### config.mk
export PLATFORM = sky130hd
export DESIGN_NAME = window_mac_acc_flat
export DESIGN_NICKNAME = d
export VERILOG_FILES = /design/src/rtl/window_mac_acc_if.sv /design/src/rtl/window_mac_acc.sv /design/src/flat_wrapper.sv
export SDC_FILE = /design/constraint.sdc
export NUM_CORES = 2
export LEC_CHECK = 0
export BUFFER_PORTS_ARGS = -buffer_cell sky130_fd_sc_hd__buf_4
export CORE_MARGIN = 2
export CORE_UTILIZATION = 60
export DETAILED_ROUTE_END_ITERATION = 6
export PLACE_DENSITY = 0.82
export SLEW_MARGIN = 20
export SYNTH_ARGS = -nofsm -noshare
export SYNTH_HDL_FRONTEND = slang
export SYNTH_SLANG_ARGS = --single-unit
### constraint.sdc
create_clock -name clk -period 6 [get_ports clk]
set_input_delay 0.3 -clock clk [delete_from_list [all_inputs] [get_ports clk]]
set_output_delay 0.3 -clock clk [all_outputs]
set_load 0.005 [all_outputs]
### src/rtl/window_mac_acc_if.sv
// Window-in / pixel-out bus of the 3x3 MAC accumulator.
// master: loader plus output writer side; slave: window_mac_acc.
interface window_mac_acc_if #(
    parameter int unsigned WEIGHT_WIDTH = 8
);
    logic                      act_valid;
    logic [3*WEIGHT_WIDTH-1:0] activate0;
    logic [3*WEIGHT_WIDTH-1:0] activate1;
    logic [3*WEIGHT_WIDTH-1:0] activate2;
    logic [3*WEIGHT_WIDTH-1:0] weight0;
    logic [3*WEIGHT_WIDTH-1:0] weight1;
    logic [3*WEIGHT_WIDTH-1:0] weight2;
    logic                      channel_end;
    logic                      img_end;
    logic [WEIGHT_WIDTH-1:0]   out_data;
    logic                      out_valid;
    logic                      out_last;
    logic                      out_ready;

    modport master (
        output act_valid, activate0, activate1, activate2,
        output weight0, weight1, weight2, channel_end, img_end,
        output out_ready,
        input  out_data, out_valid, out_last
    );

    modport slave (
        input  act_valid, activate0, activate1, activate2,
        input  weight0, weight1, weight2, channel_end, img_end,
        input  out_ready,
        output out_data, out_valid, out_last
    );
endinterface

### src/rtl/window_mac_acc.sv
// 3x3 window multiply-accumulate across input channels with requantization.
// Pipeline: M (products, only when PIPE_MAC=1) -> S (adder tree) -> A (channel
// accumulator) -> Q (shift, saturate, valid/ready output register).
// Build option: define WINDOW_MAC_RELU_EN to saturate to unsigned 0..2^W-1
// with negatives forced to 0; otherwise saturate to the signed W-bit range.
module window_mac_acc #(
    parameter int unsigned WEIGHT_WIDTH = 8,
    parameter int unsigned ACC_WIDTH    = 32,
    parameter int unsigned PIPE_MAC     = 1
) (
    input  logic                   clk,
    input  logic                   rst,
    window_mac_acc_if.slave        bus,
    input  logic [4:0]             shift,
    output logic                   busy,
    output logic                   overflow_err
);
    localparam int unsigned WW     = WEIGHT_WIDTH;
    localparam int unsigned NTAP   = 9;
    localparam int unsigned PROD_W = 2 * WW + 1;
    localparam int unsigned SUM_W  = PROD_W + 4;

`ifdef WINDOW_MAC_RELU_EN
    localparam logic signed [ACC_WIDTH-1:0] SAT_HI = ACC_WIDTH'(int'((2 ** WW) - 1));
    localparam logic signed [ACC_WIDTH-1:0] SAT_LO = '0;
`else
    localparam logic signed [ACC_WIDTH-1:0] SAT_HI = ACC_WIDTH'(int'((2 ** (WW - 1)) - 1));
    localparam logic signed [ACC_WIDTH-1:0] SAT_LO = ACC_WIDTH'(-int'(2 ** (WW - 1)));
`endif

    logic        [WW-1:0]        act_c  [NTAP];
    logic        [WW-1:0]        wgt_c  [NTAP];
    logic signed [PROD_W-1:0]    prod_c [NTAP];

    logic signed [PROD_W-1:0]    tree_p [NTAP];
    logic                        tree_valid;
    logic                        tree_chend;
    logic                        tree_last;
    logic                        m_valid_nxt_c;

    logic                        s_valid, s_valid_n;
    logic signed [SUM_W-1:0]     s_sum,   s_sum_n;
    logic                        s_chend, s_chend_n;
    logic                        s_last,  s_last_n;

    logic                        a_valid, a_valid_n;
    logic                        a_chend, a_chend_n;
    logic                        a_last,  a_last_n;
    logic signed [ACC_WIDTH-1:0] acc,     acc_n;
    logic                        first,   first_n;

    logic signed [ACC_WIDTH-1:0] shifted_c;
    logic signed [ACC_WIDTH-1:0] sat_c;
    logic                        load_c;

    logic [WW-1:0]               out_data_q,  out_data_n;
    logic                        out_valid_q, out_valid_n;
    logic                        out_last_q,  out_last_n;
    logic                        ovf_n;
    logic                        busy_n;

    assign bus.out_data  = out_data_q;
    assign bus.out_valid = out_valid_q;
    assign bus.out_last  = out_last_q;

    // Unpack the window rows and kernel rows into tap order 0..8.
    always_comb begin
        for (int k = 0; k < 3; k++) begin
            act_c[k]     = bus.activate0[WW*k +: WW];
            act_c[3 + k] = bus.activate1[WW*k +: WW];
            act_c[6 + k] = bus.activate2[WW*k +: WW];
            wgt_c[k]     = bus.weight0[WW*k +: WW];
            wgt_c[3 + k] = bus.weight1[WW*k +: WW];
            wgt_c[6 + k] = bus.weight2[WW*k +: WW];
        end
    end

    // Unsigned activation times signed weight; the product always fits PROD_W.
    always_comb begin
        for (int i = 0; i < NTAP; i++) begin
            prod_c[i] = $signed({{(PROD_W - WW){1'b0}}, act_c[i]})
                      * $signed({{(PROD_W - WW){wgt_c[i][WW-1]}}, wgt_c[i]});
        end
    end

    generate
        if (PIPE_MAC != 0) begin : g_mac_pipe
            logic signed [PROD_W-1:0] m_prod [NTAP];
            logic                     m_valid;
            logic                     m_chend;
            logic                     m_last;

            // Stage M: register products and window flags.
            always_ff @(posedge clk or negedge rst) begin
                if (!rst) begin
                    for (int i = 0; i < NTAP; i++) m_prod[i] <= '0;
                    m_valid <= 1'b0;
                    m_chend <= 1'b0;
                    m_last  <= 1'b0;
                end else begin
                    m_valid <= bus.act_valid;
                    if (bus.act_valid) begin
                        for (int i = 0; i < NTAP; i++) m_prod[i] <= prod_c[i];
                        m_chend <= bus.channel_end;
                        m_last  <= bus.img_end;
                    end
                end
            end

            // Adder tree is fed from the product registers.
            always_comb begin
                for (int i = 0; i < NTAP; i++) tree_p[i] = m_prod[i];
                tree_valid    = m_valid;
                tree_chend    = m_chend;
                tree_last     = m_last;
                m_valid_nxt_c = bus.act_valid;
            end
        end else begin : g_mac_comb
            // Adder tree is fed straight from the multipliers.
            always_comb begin
                for (int i = 0; i < NTAP; i++) tree_p[i] = prod_c[i];
                tree_valid    = bus.act_valid;
                tree_chend    = bus.channel_end;
                tree_last     = bus.img_end;
                m_valid_nxt_c = 1'b0;
            end
        end
    endgenerate

    // Next-state for stages S, A, Q and the status outputs.
    always_comb begin
        s_valid_n   = tree_valid;
        s_sum_n     = s_sum;
        s_chend_n   = s_chend;
        s_last_n    = s_last;
        a_valid_n   = s_valid;
        a_chend_n   = a_chend;
        a_last_n    = a_last;
        acc_n       = acc;
        first_n     = first;
        out_data_n  = out_data_q;
        out_valid_n = out_valid_q;
        out_last_n  = out_last_q;
        ovf_n       = overflow_err;
        shifted_c   = '0;
        sat_c       = '0;
        load_c      = 1'b0;
        busy_n      = 1'b0;

        // Stage S: sign-extended 9-input sum.
        if (tree_valid) begin
            s_sum_n = '0;
            for (int i = 0; i < NTAP; i++) begin
                s_sum_n = s_sum_n + SUM_W'(tree_p[i]);
            end
            s_chend_n = tree_chend;
            s_last_n  = tree_last;
        end

        // Stage A: first window of a pixel replaces the sum, others add (wraps).
        if (s_valid) begin
            acc_n     = (first ? '0 : acc) + ACC_WIDTH'(s_sum);
            first_n   = s_chend;
            a_chend_n = s_chend;
            a_last_n  = s_last;
        end

        // Stage Q: arithmetic shift sign-fills for any shift amount, then clamp.
        shifted_c = acc >>> shift;
        if (shifted_c > SAT_HI) begin
            sat_c = SAT_HI;
        end else if (shifted_c < SAT_LO) begin
            sat_c = SAT_LO;
        end else begin
            sat_c = shifted_c;
        end

        load_c = a_valid && a_chend;
        if (out_valid_q && bus.out_ready) begin
            out_valid_n = 1'b0;
        end
        if (load_c) begin
            out_data_n  = WW'(sat_c);
            out_valid_n = 1'b1;
            out_last_n  = a_last;
            if (out_valid_q && !bus.out_ready) begin
                ovf_n = 1'b1;
            end
        end

        busy_n = m_valid_nxt_c || s_valid_n || a_valid_n || !first_n || out_valid_n;
    end

    // State registers for stages S, A, Q and the status outputs.
    always_ff @(posedge clk or negedge rst) begin
        if (!rst) begin
            s_valid      <= 1'b0;
            s_sum        <= '0;
            s_chend      <= 1'b0;
            s_last       <= 1'b0;
            a_valid      <= 1'b0;
            a_chend      <= 1'b0;
            a_last       <= 1'b0;
            acc          <= '0;
            first        <= 1'b1;
            out_data_q   <= '0;
            out_valid_q  <= 1'b0;
            out_last_q   <= 1'b0;
            overflow_err <= 1'b0;
            busy         <= 1'b0;
        end else begin
            s_valid      <= s_valid_n;
            s_sum        <= s_sum_n;
            s_chend      <= s_chend_n;
            s_last       <= s_last_n;
            a_valid      <= a_valid_n;
            a_chend      <= a_chend_n;
            a_last       <= a_last_n;
            acc          <= acc_n;
            first        <= first_n;
            out_data_q   <= out_data_n;
            out_valid_q  <= out_valid_n;
            out_last_q   <= out_last_n;
            overflow_err <= ovf_n;
            busy         <= busy_n;
        end
    end
endmodule

### src/flat_wrapper.sv
// flat-port wrapper written by rule: the top's interface ports become plain ports
module window_mac_acc_flat 
#(
    parameter int unsigned WEIGHT_WIDTH = 8,
    parameter int unsigned ACC_WIDTH    = 32,
    parameter int unsigned PIPE_MAC     = 1
)
  (clk, rst, shift, busy, overflow_err, bus_act_valid, bus_activate0, bus_activate1, bus_activate2, bus_weight0, bus_weight1, bus_weight2, bus_channel_end, bus_img_end, bus_out_ready, bus_out_data, bus_out_valid, bus_out_last);
  window_mac_acc_if #(.WEIGHT_WIDTH(WEIGHT_WIDTH)) bus_i ();
  input  logic clk;
  input  logic rst;
  input  logic [4:0] shift;
  output logic busy;
  output logic overflow_err;
  input wire logic [$bits(bus_i.act_valid)-1:0] bus_act_valid;
  input wire logic [$bits(bus_i.activate0)-1:0] bus_activate0;
  input wire logic [$bits(bus_i.activate1)-1:0] bus_activate1;
  input wire logic [$bits(bus_i.activate2)-1:0] bus_activate2;
  input wire logic [$bits(bus_i.weight0)-1:0] bus_weight0;
  input wire logic [$bits(bus_i.weight1)-1:0] bus_weight1;
  input wire logic [$bits(bus_i.weight2)-1:0] bus_weight2;
  input wire logic [$bits(bus_i.channel_end)-1:0] bus_channel_end;
  input wire logic [$bits(bus_i.img_end)-1:0] bus_img_end;
  input wire logic [$bits(bus_i.out_ready)-1:0] bus_out_ready;
  output wire logic [$bits(bus_i.out_data)-1:0] bus_out_data;
  output wire logic [$bits(bus_i.out_valid)-1:0] bus_out_valid;
  output wire logic [$bits(bus_i.out_last)-1:0] bus_out_last;
  assign bus_i.act_valid = bus_act_valid;
  assign bus_i.activate0 = bus_activate0;
  assign bus_i.activate1 = bus_activate1;
  assign bus_i.activate2 = bus_activate2;
  assign bus_i.weight0 = bus_weight0;
  assign bus_i.weight1 = bus_weight1;
  assign bus_i.weight2 = bus_weight2;
  assign bus_i.channel_end = bus_channel_end;
  assign bus_i.img_end = bus_img_end;
  assign bus_i.out_ready = bus_out_ready;
  assign bus_out_data = bus_i.out_data;
  assign bus_out_valid = bus_i.out_valid;
  assign bus_out_last = bus_i.out_last;
  window_mac_acc #(.WEIGHT_WIDTH(WEIGHT_WIDTH), .ACC_WIDTH(ACC_WIDTH), .PIPE_MAC(PIPE_MAC)) u_core (.clk(clk), .rst(rst), .bus(bus_i), .shift(shift), .busy(busy), .overflow_err(overflow_err));
endmodule
==> impl.org <==
** GRT
- The global routing stage identified its most utilized layer as met2.
- For met2 alone, demand over resource in global routing was 47.6%.
- In the global route stage, met3 resource usage came out at 2.34%.
- Maximum number of pins on one net before global-route repair :: 128
- GRT Util Overall :: 27.0%
- Global routing used 34.0% of the available met1 tracks.
- For this run the aggregate overflow at the end of global routing stands at 0.
- First-pass GRT wire length :: 135,000 um
- The number of global-route vias before repair is 27.9k.
- The initial antenna violation count is 0.

** Clock network
- Worst-Skew Late Latency :: 0.56 ns
- Counting the buffers created by CTS gives 26.
- Number of gates given a new drive strength after cts :: 0
- Total of hold buffers inserted after clock tree synthesis :: 3
- In this run the post-CTS setup repair buffer count came out at 0.
- Clock-pin slew was measured on the worst setup and hold paths at 0.06 ns.
- Counting every sink on the clock net gives 228.
- CTS Root Buffer Type :: clkbuf_16
- CTS tree :: done
- Maximum number of buffers from clock root to sink :: 3
- H-Tree Level Count :: 1

** Detailed routing
- In the routed design, unresolved DRC markers number 0.
- Dividing the detail-routed via count by the number of cells gives 5.67.
- Via Count :: 27.0k
- Number of optimization iterations in the first detailed-route pass :: 7
- In the final routed layout, each cell accounts on average for 16.6 um.
- In this run the remaining antenna-violating nets after routing total 0.
- Wirelength, routed :: 79,100 um
- Initial drt markers :: 1,767

** Timing
- Portion of the clock cycle consumed by the worst path in the final layout :: 87.8%
- Setup violations remaining at the end of the flow were counted as 0.
- Summed over all failing endpoints, the final setup total negative slack is 0 ns.
- Max Slew Vio Count :: 0
- Clk_skew :: 0.0164 ns
- Setup repair after global routing left no endpoint under its margin.
- Max Clock Freq :: 190 MHz
- Measured slew at the worst slew-check pin :: 0.959 ns
- For the finished layout, the period the worst path requires is 5.27 ns.
- The count of endpoints failing hold in the final timing report came to 0.
- The worst pin sits at a relative slew slack of 36.1%.

** Die
- Row cnt :: 89
- Initial core utilization :: 60.3%
- Core ar. :: 0.0587 mm^2
- Width of the die :: 247 um
- The floorplan step defined a die boundary enclosing 0.0610 mm^2.
- I/O Pins :: 167
- Die Y-Extent :: 247 um

** Layout
- The multi-input combinational cells in the finished layout cover a total of 0.0266 mm^2.
- Leaving out fill and tap cells, the most frequent cell in the layout is inv_1.
- Fill cell count :: 4,617
- Fraction of layout instances using a drive strength above 1 :: 8.89%
- Leaving out fill and tap cells, the most frequent cells in the layout are inv_1, ha_1, fa_1, nand2_1, and2_1.
- Seq. cell area :: 0.00571 mm^2
- Area added between synthesis and finish :: 8.20%
- The repair_antennas step left the layout with diodes totalling 0.
- Leaving out filler cells and counting taps, the final layout contains 4,756.
- Final net count :: 5,016

** Place
- Port Buffers :: 166
- After detailed placement, the design holds a cell count of 4,706.
- HPWL after detailed placement :: 64,400 um
- At the end of routability-driven placement, the weighted congestion stood at 0.998.

** Status
- The flow ran to the end, and the final reports show no timing, DRC or antenna violations.

** Yosys
- Flops & latches, synth :: 228
- The synthesized netlist occupies a cell area of 0.0354 mm^2.
- Commonest register cell after synthesis :: dfrtp_1
- Yosys synthesis warning count :: 0
- Fraction of the yosys area taken by sequential cells :: 16.1%
- In this run, distinct cell masters in the synthesized netlist total 72.
- Synthesis produced 3,827 cells.
- The average instance in the mapped netlist occupies 9.25 um^2.
- Number of flops mapped to enable cells by yosys :: 0
- Net count after synthesis :: 4,879
- Async set or reset register ratio after synthesis :: 100%

** Critical path
- WS Path Type :: register to register
- Startpoint kind of the worst setup timing path :: register
- Arr. time, crit path :: 5.70 ns
- Crit. End Element :: register
- Worst EP required :: 6.43 ns
- Largest fanout of any net on the critical path :: 4

** Flow run
- The tool flagged a number of max-cap violations equal to 0.

** Worst hold path
- The tightest min-delay check is of the input pin to register type.
flip-flops by register name, indices dropped and copies added (netlist names), 8 cells and up:
name,flops
u_core.s_sum,21
u_core.acc,32
u_core.bus.out_data,8
u_core.g_mac_pipe.m_prod,153
final cells by class:
type                       instances  area share [%]
clock buffer                      34            1.86
tap                              773            2.52
clock inverter                    13           0.425
multi-input combinational       2794            69.5
timing repair buffer             175            3.52
inverter                         739            7.24
sequential                       228            14.9
synthesized netlist by cell type, drive strengths merged, types with 17 or more instances:
| library cell | count | area, um^2 |
|---|---|---|
| inv | 737 | 2770 |
| ha | 457 | 5720 |
| fa | 440 | 8810 |
| nand2 | 415 | 1560 |
| and2 | 246 | 1540 |
| dfrtp | 227 | 5680 |
| o21ai | 158 | 791 |
| nor2 | 145 | 544 |
| mux2 | 103 | 1160 |
| a21oi | 90 | 450 |
| xnor2 | 77 | 674 |
| nand2b | 70 | 438 |
| mux2i | 55 | 551 |
| xor2 | 53 | 464 |
| a21o | 51 | 383 |
| clkbuf | 47 | 176 |
| nor2b | 47 | 294 |
| nor3 | 41 | 205 |
| nand3 | 40 | 200 |
| mux4 | 33 | 785 |
| a211oi | 27 | 203 |
| or3 | 25 | 156 |
| a21boi | 21 | 158 |
| and3 | 19 | 119 |
| buf | 19 | 110 |
| a31oi | 17 | 106 |
per-stage QoR:
stage	util, %	setup WS [ns]	hold slack, ns	cell area, um^2
floorplan	-	1.30	0.00441	35400
global placement	63.7	1.00	0.374	37400
detailed placement	63.7	0.877	0.381	37400
CTS	65.3	0.789	0.0262	38300
global route	65.3	0.243	0.0323	38300
finish	65.3	0.731	0.0343	38300
critical path, stage by stage (launching register included):
cell,delay (ns)
dfrtp_1,0.37
inv_1,0.09
fa_1,0.41
inv_1,0.06
ha_1,0.17
inv_1,0.06
fa_1,0.41
nor2b_1,0.15
o21ai_0,0.12
a21boi_0,0.17
o21ai_0,0.14
a21boi_0,0.30
o2111ai_1,0.18
nand2_1,0.09
nor2_1,0.04
xor2_1,0.16
fa_1,0.48
inv_1,0.04
ha_1,0.35
nand2_1,0.13
nor2_1,0.05
a21oi_1,0.16
o311a_1,0.19
o21bai_1,0.09
a41oi_1,0.26
nand2b_1,0.10
xor2_1,0.14
mux2_2,0.25
metal layers:
metal / up-vias / wire length (um) / share of wire, %
met5: - / 0 / 0
met1: 13400 / 31700 / 40
met3: 197 / 3540 / 4.5
li1: 12700 / - / -
met2: 746 / 40000 / 51
met4: 0 / 3900 / 4.9
worst paths after layout:
| kind | start | end | slack (ns) | depth (start not counted) |
|---|---|---|---|---|
| max | u_core.g_mac_pipe.m_prod[137] | u_core.s_sum[18] | 0.73 | 27 |
| min | bus_out_ready | u_core.overflow_err | 0.03 | 3 |
| max reg2reg | u_core.g_mac_pipe.m_prod[137] | u_core.s_sum[18] | 0.73 | 27 |
| min reg2reg | u_core.a_last | u_core.bus.out_last | 0.48 | 2 |
| max in group asynchronous | rst | u_core.g_mac_pipe.m_prod[101] | 4.43 | 3 |
| min in group asynchronous | rst | u_core.bus.out_data[6] | 0.32 | 2 |
cell families after synthesis:
family          synth area share, %
mux                            7.05
compound gates                 8.71
buf+inv                        8.64
simple gates                   15.2
fa+ha+maj                      41.0
xor+xnor                       3.22
flops                          16.1
Power is not shown: default switching activity piles up to over one toggle a cycle in this logic, so the estimate is an artifact.
